--- src/rtl/tcam_ctrl.sv ---
// tcam_ctrl: arbitrates lookup and management access to the tcam array and tracks entry occupancy
package tcam_pkg;
    localparam int TCAM_W = 32;
    localparam int TCAM_D = 16;
    localparam int TCAM_AW = $clog2(TCAM_D);
    typedef logic [TCAM_W-1:0] cam_t;
    typedef logic [TCAM_AW-1:0] addr_t;
    typedef struct packed {
        addr_t addr;
        logic addr_vld;
        logic we;
        cam_t data;
        logic data_vld;
        cam_t mask;
    } tcam_req_t;
    typedef struct packed {
        logic addr_vld;
        addr_t addr;
        cam_t data;
    } tcam_resp_t;
endpackage

module tcam_ctrl
    import tcam_pkg::*;
#(
    parameter int KEY_WIDTH = 32,
    parameter int KEY_DEPTH = 16,
    parameter int CNT_W = $clog2(KEY_DEPTH + 1)
) (
    input  logic                 clk,
    input  logic                 rst,
    input  logic                 lkp_valid,
    output logic                 lkp_ready,
    input  logic [KEY_WIDTH-1:0] lkp_key,
    input  logic [KEY_WIDTH-1:0] lkp_mask,
    output logic                 lkp_resp_vld,
    output logic                 lkp_hit,
    output addr_t                lkp_index,
    input  logic                 mgmt_valid,
    output logic                 mgmt_ready,
    input  logic [2:0]           mgmt_op,
    input  addr_t                mgmt_addr,
    input  logic [KEY_WIDTH-1:0] mgmt_data,
    output logic                 mgmt_done,
    output logic                 mgmt_err,
    output logic [KEY_WIDTH-1:0] mgmt_rdata,
    output logic                 mgmt_rvld,
    output addr_t                mgmt_raddr,
    output logic [CNT_W-1:0]     free_cnt,
    output logic                 full,
    output tcam_req_t            tcam_req,
    input  tcam_resp_t           tcam_resp
);
    localparam logic [2:0] OP_WRITE = 3'd0;
    localparam logic [2:0] OP_INSERT = 3'd1;
    localparam logic [2:0] OP_INVAL = 3'd2;
    localparam logic [2:0] OP_READ = 3'd3;
    localparam logic [2:0] OP_CLEAR = 3'd4;

    typedef enum logic {IDLE, CLEAR} state_t;

    state_t               state;
    logic [KEY_DEPTH-1:0] bitmap;
    logic                 last_grant;
    addr_t                walk;
    addr_t                free_idx;
    addr_t                tgt;
    logic                 wr, inv, rd, err, clr_last;

    assign full = free_cnt == '0;
    assign lkp_ready = (state == IDLE) && lkp_valid && (!mgmt_valid || last_grant);
    assign mgmt_ready = (state == IDLE) && mgmt_valid && (!lkp_valid || !last_grant);
    assign clr_last = (state == CLEAR) && (walk == addr_t'(KEY_DEPTH - 1));

    // lowest free entry for INSERT
    always_comb begin
        free_idx = '0;
        for (int i = KEY_DEPTH - 1; i >= 0; i--)
            if (!bitmap[i]) free_idx = addr_t'(i);
    end

    // decode the granted management op (or the clear walk) into an array action
    always_comb begin
        tgt = mgmt_addr;
        wr = 1'b0;
        inv = 1'b0;
        rd = 1'b0;
        err = 1'b0;
        if (state == CLEAR) begin
            tgt = walk;
            inv = 1'b1;
        end else if (mgmt_ready) begin
            case (mgmt_op)
                OP_WRITE: wr = 1'b1;
                OP_INSERT: begin
                    tgt = free_idx;
                    wr = !full;
                    err = full;
                end
                OP_INVAL: inv = 1'b1;
                OP_READ: rd = 1'b1;
                OP_CLEAR: ;
                default: err = 1'b1;
            endcase
        end
    end

    // single request port to the array; idle fields stay zero
    always_comb begin
        tcam_req = '0;
        if (lkp_ready) begin
            tcam_req.data = lkp_key;
            tcam_req.mask = lkp_mask;
        end
        if (wr || inv || rd) begin
            tcam_req.addr = tgt;
            tcam_req.addr_vld = 1'b1;
            tcam_req.we = wr || inv;
            tcam_req.data = wr ? mgmt_data : '0;
            tcam_req.data_vld = wr;
        end
    end

    // state, occupancy shadow and registered responses
    always_ff @(posedge clk) begin
        if (rst) begin
            state <= IDLE;
            walk <= '0;
            bitmap <= '0;
            free_cnt <= CNT_W'(KEY_DEPTH);
            last_grant <= 1'b0;
            lkp_resp_vld <= 1'b0;
            lkp_hit <= 1'b0;
            lkp_index <= '0;
            mgmt_done <= 1'b0;
            mgmt_err <= 1'b0;
            mgmt_rdata <= '0;
            mgmt_rvld <= 1'b0;
            mgmt_raddr <= '0;
        end else begin
            if (lkp_ready && mgmt_valid) last_grant <= 1'b0;
            if (mgmt_ready && lkp_valid) last_grant <= 1'b1;
            if (wr) bitmap[tgt] <= 1'b1;
            if (inv) bitmap[tgt] <= 1'b0;
            free_cnt <= free_cnt - CNT_W'(wr && !bitmap[tgt]) + CNT_W'(inv && bitmap[tgt]);
            lkp_resp_vld <= lkp_ready;
            if (lkp_ready) begin
                lkp_hit <= tcam_resp.addr_vld;
                lkp_index <= tcam_resp.addr;
            end
            mgmt_done <= (mgmt_ready && mgmt_op != OP_CLEAR) || clr_last;
            mgmt_err <= err;
            if (mgmt_ready || clr_last) mgmt_raddr <= tgt;
            if (rd) begin
                mgmt_rdata <= tcam_resp.data;
                mgmt_rvld <= bitmap[tgt];
            end
            if (state == CLEAR) begin
                walk <= walk + 1'b1;
                if (clr_last) state <= IDLE;
            end else if (mgmt_ready && mgmt_op == OP_CLEAR) begin
                state <= CLEAR;
                walk <= '0;
            end
        end
    end
endmodule

--- config.mk ---
export PLATFORM = sky130hd
export DESIGN_NAME = tcam_ctrl
export DESIGN_NICKNAME = d
export VERILOG_FILES = /design/src/rtl/tcam_ctrl.sv
export SDC_FILE = /design/constraint.sdc
export NUM_CORES = 1
export LEC_CHECK = 0
export ABC_CLOCK_PERIOD_IN_PS = 4900
export CORE_AREA = 2 2 114 116
export CTS_CLUSTER_DIAMETER = 80
export CTS_CLUSTER_SIZE = 14
export DETAILED_ROUTE_END_ITERATION = 6
export DIE_AREA = 0 0 116 118
export PLACE_DENSITY_LB_ADDON = 0.3
export SYNTH_ARGS = -nofsm -noshare
export SYNTH_HDL_FRONTEND = slang
export SYNTH_SLANG_ARGS = --single-unit
export TNS_END_PERCENT = 5
--- constraint.sdc ---
create_clock -name clk -period 4.9 [get_ports clk]
set_input_delay 1.47 -clock clk [delete_from_list [all_inputs] [get_ports clk]]
set_output_delay 1.47 -clock clk [all_outputs]
set_load 0.005 [all_outputs]
==> metrics.txt, run 1 <==
most frequent cell after synthesis=nand2_1; register area share after synthesis=37.21%; Post-synth ARST share=0%; worst setup path class=in -> out; P_sw=0.0004803 W; vias=4766; status=complete, but fails checks; skew final=0.005690 ns; Final Core Density=58.19%; area leader, netlist=dfxtp_1; Multi-input gate area=2290 sq um; GRT Total Usage=21.89%; Netlist cell types=55; Crit. End Element=output port; Die Wd=116 um; Initial Utilization=31.20%; top cell type's share of synthesized area=37.21%; number of synthesized flops with an enable pin=0; Main synth FF type=dfxtp_1; average size of a mapped cell=7.906 sq um; slowest cell delay on critical path=0.49 ns; fmax=200.7 MHz; Synth-to-Final Area Change=86.50%; routability cong.=0.9193; HP Start=mgmt_rdata[28]$_SDFFE_PP0P_; antenna viol nets, final=0; Least-Margin Pin Slew=0.7738 ns; CTS Buf Count=9; CP Launch Type=input pin; Worst R2R End=free_cnt[4]$_SDFF_PP1_; initial antenna violation count=0; period utilisation layout=101.7%; CP required=3.43 ns; Final Non-Filler Cells=952; Reg2Reg Setup Slack=1.22 ns; die area=13690 sq um; Synthesis Warnings=0; Combinational Power Share=29.5%; clock sink count=72; nets=927; IO Count=268; Seq cells post-synth=72; crit-path leading delay family=buffers and inverters; Slowest cell on crit path=clkdlybuf4s50_1; largest net degree at the start of global routing=72; setup_tns=-0.08229 ns; diodes inserted=0; Core Area=12410 sq um; hold path endpoint=mgmt_rdata[28]$_SDFFE_PP0P_; starting DRC count in detailed routing=257; pwr/cell area=241.6 nW/um^2; wirelength, routed=15.56 mm; CTS tree=built; failing checks=negative setup slack; first drt pass iteration count=5; Clock Power Share=34.4%; total power=0.001745 W; Cell Area, Synth=3874 sq um; HPWL Detailed=11.93 mm; placed cell count=932; CTS Buffer Depth=2; Worst VDD drop=0.2064 mV; R2R cell count=16; hold path depth=2; CTS root buf=clkbuf_16; switching share of power=27.52%; unrepaired setup endpoints after global routing=yes; Post-Synthesis Cells=490; R2R Path Start=state$_SDFF_PP0_; crit path DAT=3.51 ns; first-pass GRT wire length=23.79 mm; # DRC=0; HP Class=reg -> reg; drt wl/cell=16.34 um; final setup vio count=1; Final WS setup=-0.08229 ns; number of fill cells=1130; worst path buffer plus inverter count=4; final slew viol count=0; ratio of cells with drive above 1 in the final layout=10.64%; Worst-path clk slew=0.06 ns; MaxCap Viol Count=0; drt via density=5.006; vias in the first global route=4605; Final Critical Period=4.982 ns; Die Y=118 um; worst path cell trace=clkdlybuf4s50_1 > nor2b_4 > nand2_1 > or4_4 > buf_4 > nand2_1 > nor2_2 > inv_1 > clkdlybuf4s50_1; Lkg Pwr=2.813 nW; Synth area leaders=dfxtp_1, nand2_1, a21oi_1; port bufs=267; power share of the sequential group=36.1%; pre-CTS WS=-0.2995 ns; Synth top cells by count=nand2_1, dfxtp_1, a21oi_1; crit path max fanout=5; syn nets=641; final hold violation count=0; Skew-Pair Late Insertion Delay=0.33 ns; storage element area=1441 sq um; row count=41; Slew headroom=48.41%; CTS H-tree lvls=3; internal power=0.001265 W; grt ovf=0
==> layer usage <==
metal / track usage, % / wire [um] / vias up
met3: 7.209 / 1503 / 25
li1: - / - / 2302
met1: 25.39 / 6073 / 2214
met4: 7.143 / 297 / 0
met5: 0 / 0 / -
met2: 37.57 / 7683 / 225
==> flip-flops by register name (all words and copies together) (netlist names) <==
signal,cells
free_cnt,5
bitmap,16
mgmt_done,1
state,1
mgmt_rvld,1
lkp_hit,1
last_grant,1
mgmt_err,1
mgmt_raddr,4
walk,4
lkp_resp_vld,1
lkp_index,4
mgmt_rdata,32
==> how the worst max path moves through the flow <==
stage	cells after the start	slack, ns	end	start
2_1_floorplan	17	0.26	free_cnt[4]$_SDFF_PP1_	mgmt_op[2]
3_3_place_gp	8	-0.30	tcam_req[53]	mgmt_valid
3_5_place_dp	8	-0.30	tcam_req[53]	mgmt_valid
4_1_cts	8	-0.17	tcam_req[62]	mgmt_valid
5_1_grt	9	-0.19	tcam_req[66]	mgmt_valid
6_report	9	-0.08	tcam_req[66]	mgmt_valid
==> cell type report <==
class | count | area share (%)
Clock buffer | 9 | 3.117
Multi-Input combinational cell | 375 | 31.69
Timing Repair Buffer | 307 | 40.98
Clock inverter | 6 | 0.6408
Tap cell | 172 | 2.979
Inverter | 11 | 0.6408
Sequential cell | 72 | 19.95
==> tightest hold or removal path, delay by kind of cell (launching register included) <==
kind / cells / cell delay (ns)
flip-flops: 1 / 0.31
AND/OR/NAND/NOR: 1 / 0.05
AO/OA/AOI/OAI: 1 / 0.05
==> metrics by stage <==
| step | hold slack, ns | instance area, sq um |
|---|---|---|
| floorplan | 0.4527 | 3874 |
| global placement | 0.4413 | 6930 |
| detailed placement | 0.4492 | 6930 |
| CTS | 0.4545 | 7196 |
| global route | 0.4773 | 7224 |
| finish | 0.4559 | 7224 |
==> power groups by stage <==
stage	clock network, W	logic [W]	registers, W
2_1_floorplan	0	0.000192	0.000642
3_3_place_gp	0	0.000510	0.000641
3_5_place_dp	0	0.000521	0.000642
4_1_cts	0.000619	0.000513	0.000630
5_1_grt	0.000640	0.000553	0.000633
6_report	0.000601	0.000515	0.000630
==> cells in the final DEF (no fill, tap or decap), types with 2 or more instances in the layout <==
master,synthesis,final
ha_1,6,6
a21o_1,2,2
clkbuf_16,0,9
mux2i_1,10,10
nand2_1,98,98
dlymetal6s2s_1,0,4
clkbuf_2,0,5
o21ai_0,4,4
o2111ai_1,5,5
buf_4,0,38
nor2b_1,6,6
nor2_2,3,4
buf_12,0,2
a31oi_1,3,3
nand4_1,5,5
a22oi_1,2,2
a22o_1,32,32
nor3_2,2,2
o21a_1,2,2
nor3_1,8,8
clkdlybuf4s15_1,0,3
dfxtp_1,72,72
dlygate4sd2_1,0,28
a211oi_1,20,20
clkdlybuf4s50_1,0,225
nand3_1,10,10
clkinv_4,0,2
inv_1,10,10
xnor2_1,4,4
clkinv_2,0,2
and2_1,34,34
nand2b_1,4,4
and4_1,2,2
nor2_1,31,30
a21oi_1,56,56
==> kinds of logic after synthesis <==
family,share of synthesized area [%]
multiplexers,3.262
XOR/XNOR,0.9043
AO/OA/AOI/OAI,25.06
buffers and inverters,4.457
AND/OR/NAND/NOR,26.65
adder cells (fa/ha/maj),2.455
flip-flops,37.21
==> timing repair <==
item / 4_1_cts / 5_1_grt
hold buffers: 0 / 0
setup endpoints to repair: 39 / 7
resized for setup: 42 / 19
cloned: 1 / 0
setup buffers: 0 / 4
pin swaps: 3 / 3
Power figures use the tool's default switching activity.
==> inputs of run 2 (changes only) <==
--- a/config.mk
+++ b/config.mk
@@ -6,11 +6,11 @@
 export NUM_CORES = 1
 export LEC_CHECK = 0
 export ABC_CLOCK_PERIOD_IN_PS = 4900
-export CORE_AREA = 2 2 114 116
+export CORE_AREA = 5 5 117 119
 export CTS_CLUSTER_DIAMETER = 80
 export CTS_CLUSTER_SIZE = 14
 export DETAILED_ROUTE_END_ITERATION = 6
-export DIE_AREA = 0 0 116 118
+export DIE_AREA = 0 0 122 124
 export PLACE_DENSITY_LB_ADDON = 0.3
 export SYNTH_ARGS = -nofsm -noshare
 export SYNTH_HDL_FRONTEND = slang
==> run 2 against run 1 <==
The flow still finishes with violations (negative setup slack); die area up 11%; clock skew up 0.00090 ns; hold slack worse by 0.0012 ns; sequential cell count unchanged; register-to-register slack better by 0.16 ns; power up 8.2%; combinational power up 0.8%; non-clock buffer count down 4; first-iteration DRC count up 46%; critical path type unchanged; highest routed layer is now met5.
==> metrics.txt, run 2 (same netlist as run 1, synthesis figures left out) <==
status=complete, but fails checks; failing checks=negative setup slack; Final WS setup=-0.03885 ns; die area=15130 sq um; Crit. End Element=output port; Final Core Density=58.72%; CP required=3.43 ns; grt ovf=0; initial antenna violation count=1; clock sink count=72; Die Wd=122 um; first-pass GRT wire length=25.92 mm; worst setup path class=in -> out; Synth-to-Final Area Change=88.95%; unrepaired setup endpoints after global routing=yes; fmax=202.5 MHz; drt via density=5.060; commonest non-fill, non-tap cell in the layout=clkdlybuf4s50_1; period utilisation layout=100.8%; final hold violation count=0; ratio of cells with drive above 1 in the final layout=10.30%; top flop regs=mgmt_rdata x32, bitmap x16, free_cnt x5; CTS tree=built; antenna viol nets, final=0; Worst VDD drop=0.1836 mV; Skew-Pair Late Insertion Delay=0.34 ns; HP Class=reg -> reg; Slew headroom=35.45%; routability cong.=0.9263; final slew viol count=0; CP Launch Type=input pin; CTS root buf=clkbuf_16; MaxCap Viol Count=0; port bufs=267; vias in the first global route=4768; drt wl/cell=18.67 um; vias=4802; GRT Total Usage=21.97%; largest net degree at the start of global routing=55; nets=923; pwr/cell area=258.1 nW/um^2; CTS Buffer Depth=2; IO Count=268; CTS H-tree lvls=3; Post-CTS Setup Inserts=0; post-route cell area=7320 sq um; commonest non-fill, non-tap cells in the layout=clkdlybuf4s50_1, nand2_1, dfxtp_1; first drt pass iteration count=7; diodes inserted=0; Final Critical Period=4.939 ns; Worst-path clk slew=0.06 ns; Least-Margin Pin Slew=0.9683 ns; skew final=0.006588 ns; crit path DAT=3.47 ns; wirelength, routed=17.72 mm; Core Area=12470 sq um; Initial Utilization=31.07%; HPWL Detailed=14.01 mm; WHS=0.4547 ns; row count=41; Largest register FFs=32; CTS Buf Count=9; final setup vio count=2; Lkg Pwr=2.814 nW; Biggest register=mgmt_rdata; Die Y=124 um; # DRC=0; crit path max fanout=5; starting DRC count in detailed routing=375; Area after DPL=6930 sq um
==> run 2: timing repair <==
item / 4_1_cts / 5_1_grt
endpoints found under the setup margin: 39 / 7
gates cloned: 1 / 0
gates resized for setup: 47 / 10
hold buffers: 0 / 0
pin swaps: 4 / 2
==> run 2: worst paths after layout <==
| check | startpoint | cells after the start | slack (ns) | endpoint |
|---|---|---|---|---|
| min | mgmt_rdata[24]$_SDFFE_PP0P_ | 2 | 0.45 | mgmt_rdata[24]$_SDFFE_PP0P_ |
| max | mgmt_valid | 8 | -0.04 | tcam_req[68] |
| min reg2reg | mgmt_rdata[24]$_SDFFE_PP0P_ | 2 | 0.45 | mgmt_rdata[24]$_SDFFE_PP0P_ |
| max reg2reg | state$_SDFF_PP0_ | 14 | 1.38 | free_cnt[4]$_SDFF_PP1_ |
==> run 2: report_power, final <==
group	switching, W	total, W	internal [W]
Sequential	0.0000208	0.000632	0.000611
Combinational	0.000209	0.000519	0.000310
Clock	0.000280	0.000738	0.000458
Total	0.000510	0.00189	0.00138
==> run 2: layer usage <==
layer | track usage, % | part of all wire, % | up-vias
met5 | 0 | 0.073 | -
met4 | 8.473 | 2.6 | 2
met3 | 10.13 | 12 | 30
met2 | 35.57 | 47 | 246
met1 | 25.40 | 38 | 2230
li1 | - | - | 2294
==> run 2: area by class of cell <==
class / instances / area (sq um)
timing repair buffer: 303 / 2943
clock buffer: 9 / 225.2
multi-input combinational: 375 / 2340
sequential: 72 / 1441
inverter: 11 / 46.29
clock inverter: 7 / 108.9
fill: 1109 / 5146
tap: 172 / 215.2
==> run 2: worst max-delay path, cell delays in order <==
cell	delay, ns
clkdlybuf4s50_1	0.48
nor2b_4	0.15
nand2_1	0.07
or4_4	0.48
nand2_4	0.12
nor2_2	0.07
nor2_1	0.13
clkdlybuf4s50_1	0.51
==> run 2: per-stage QoR <==
stage | TNS [ns] | std cells | power [W] | setup slack, ns
after floorplan | 0 | 490 | 0.0008338 | 0.2553
after global placement | -10.17 | 932 | 0.001164 | -0.3010
after detailed placement | -10.59 | 932 | 0.001169 | -0.3042
after CTS | -0.2658 | 949 | 0.001907 | -0.1132
after global routing | -0.4067 | 949 | 0.001981 | -0.1443
final | -0.07734 | 949 | 0.001889 | -0.03885
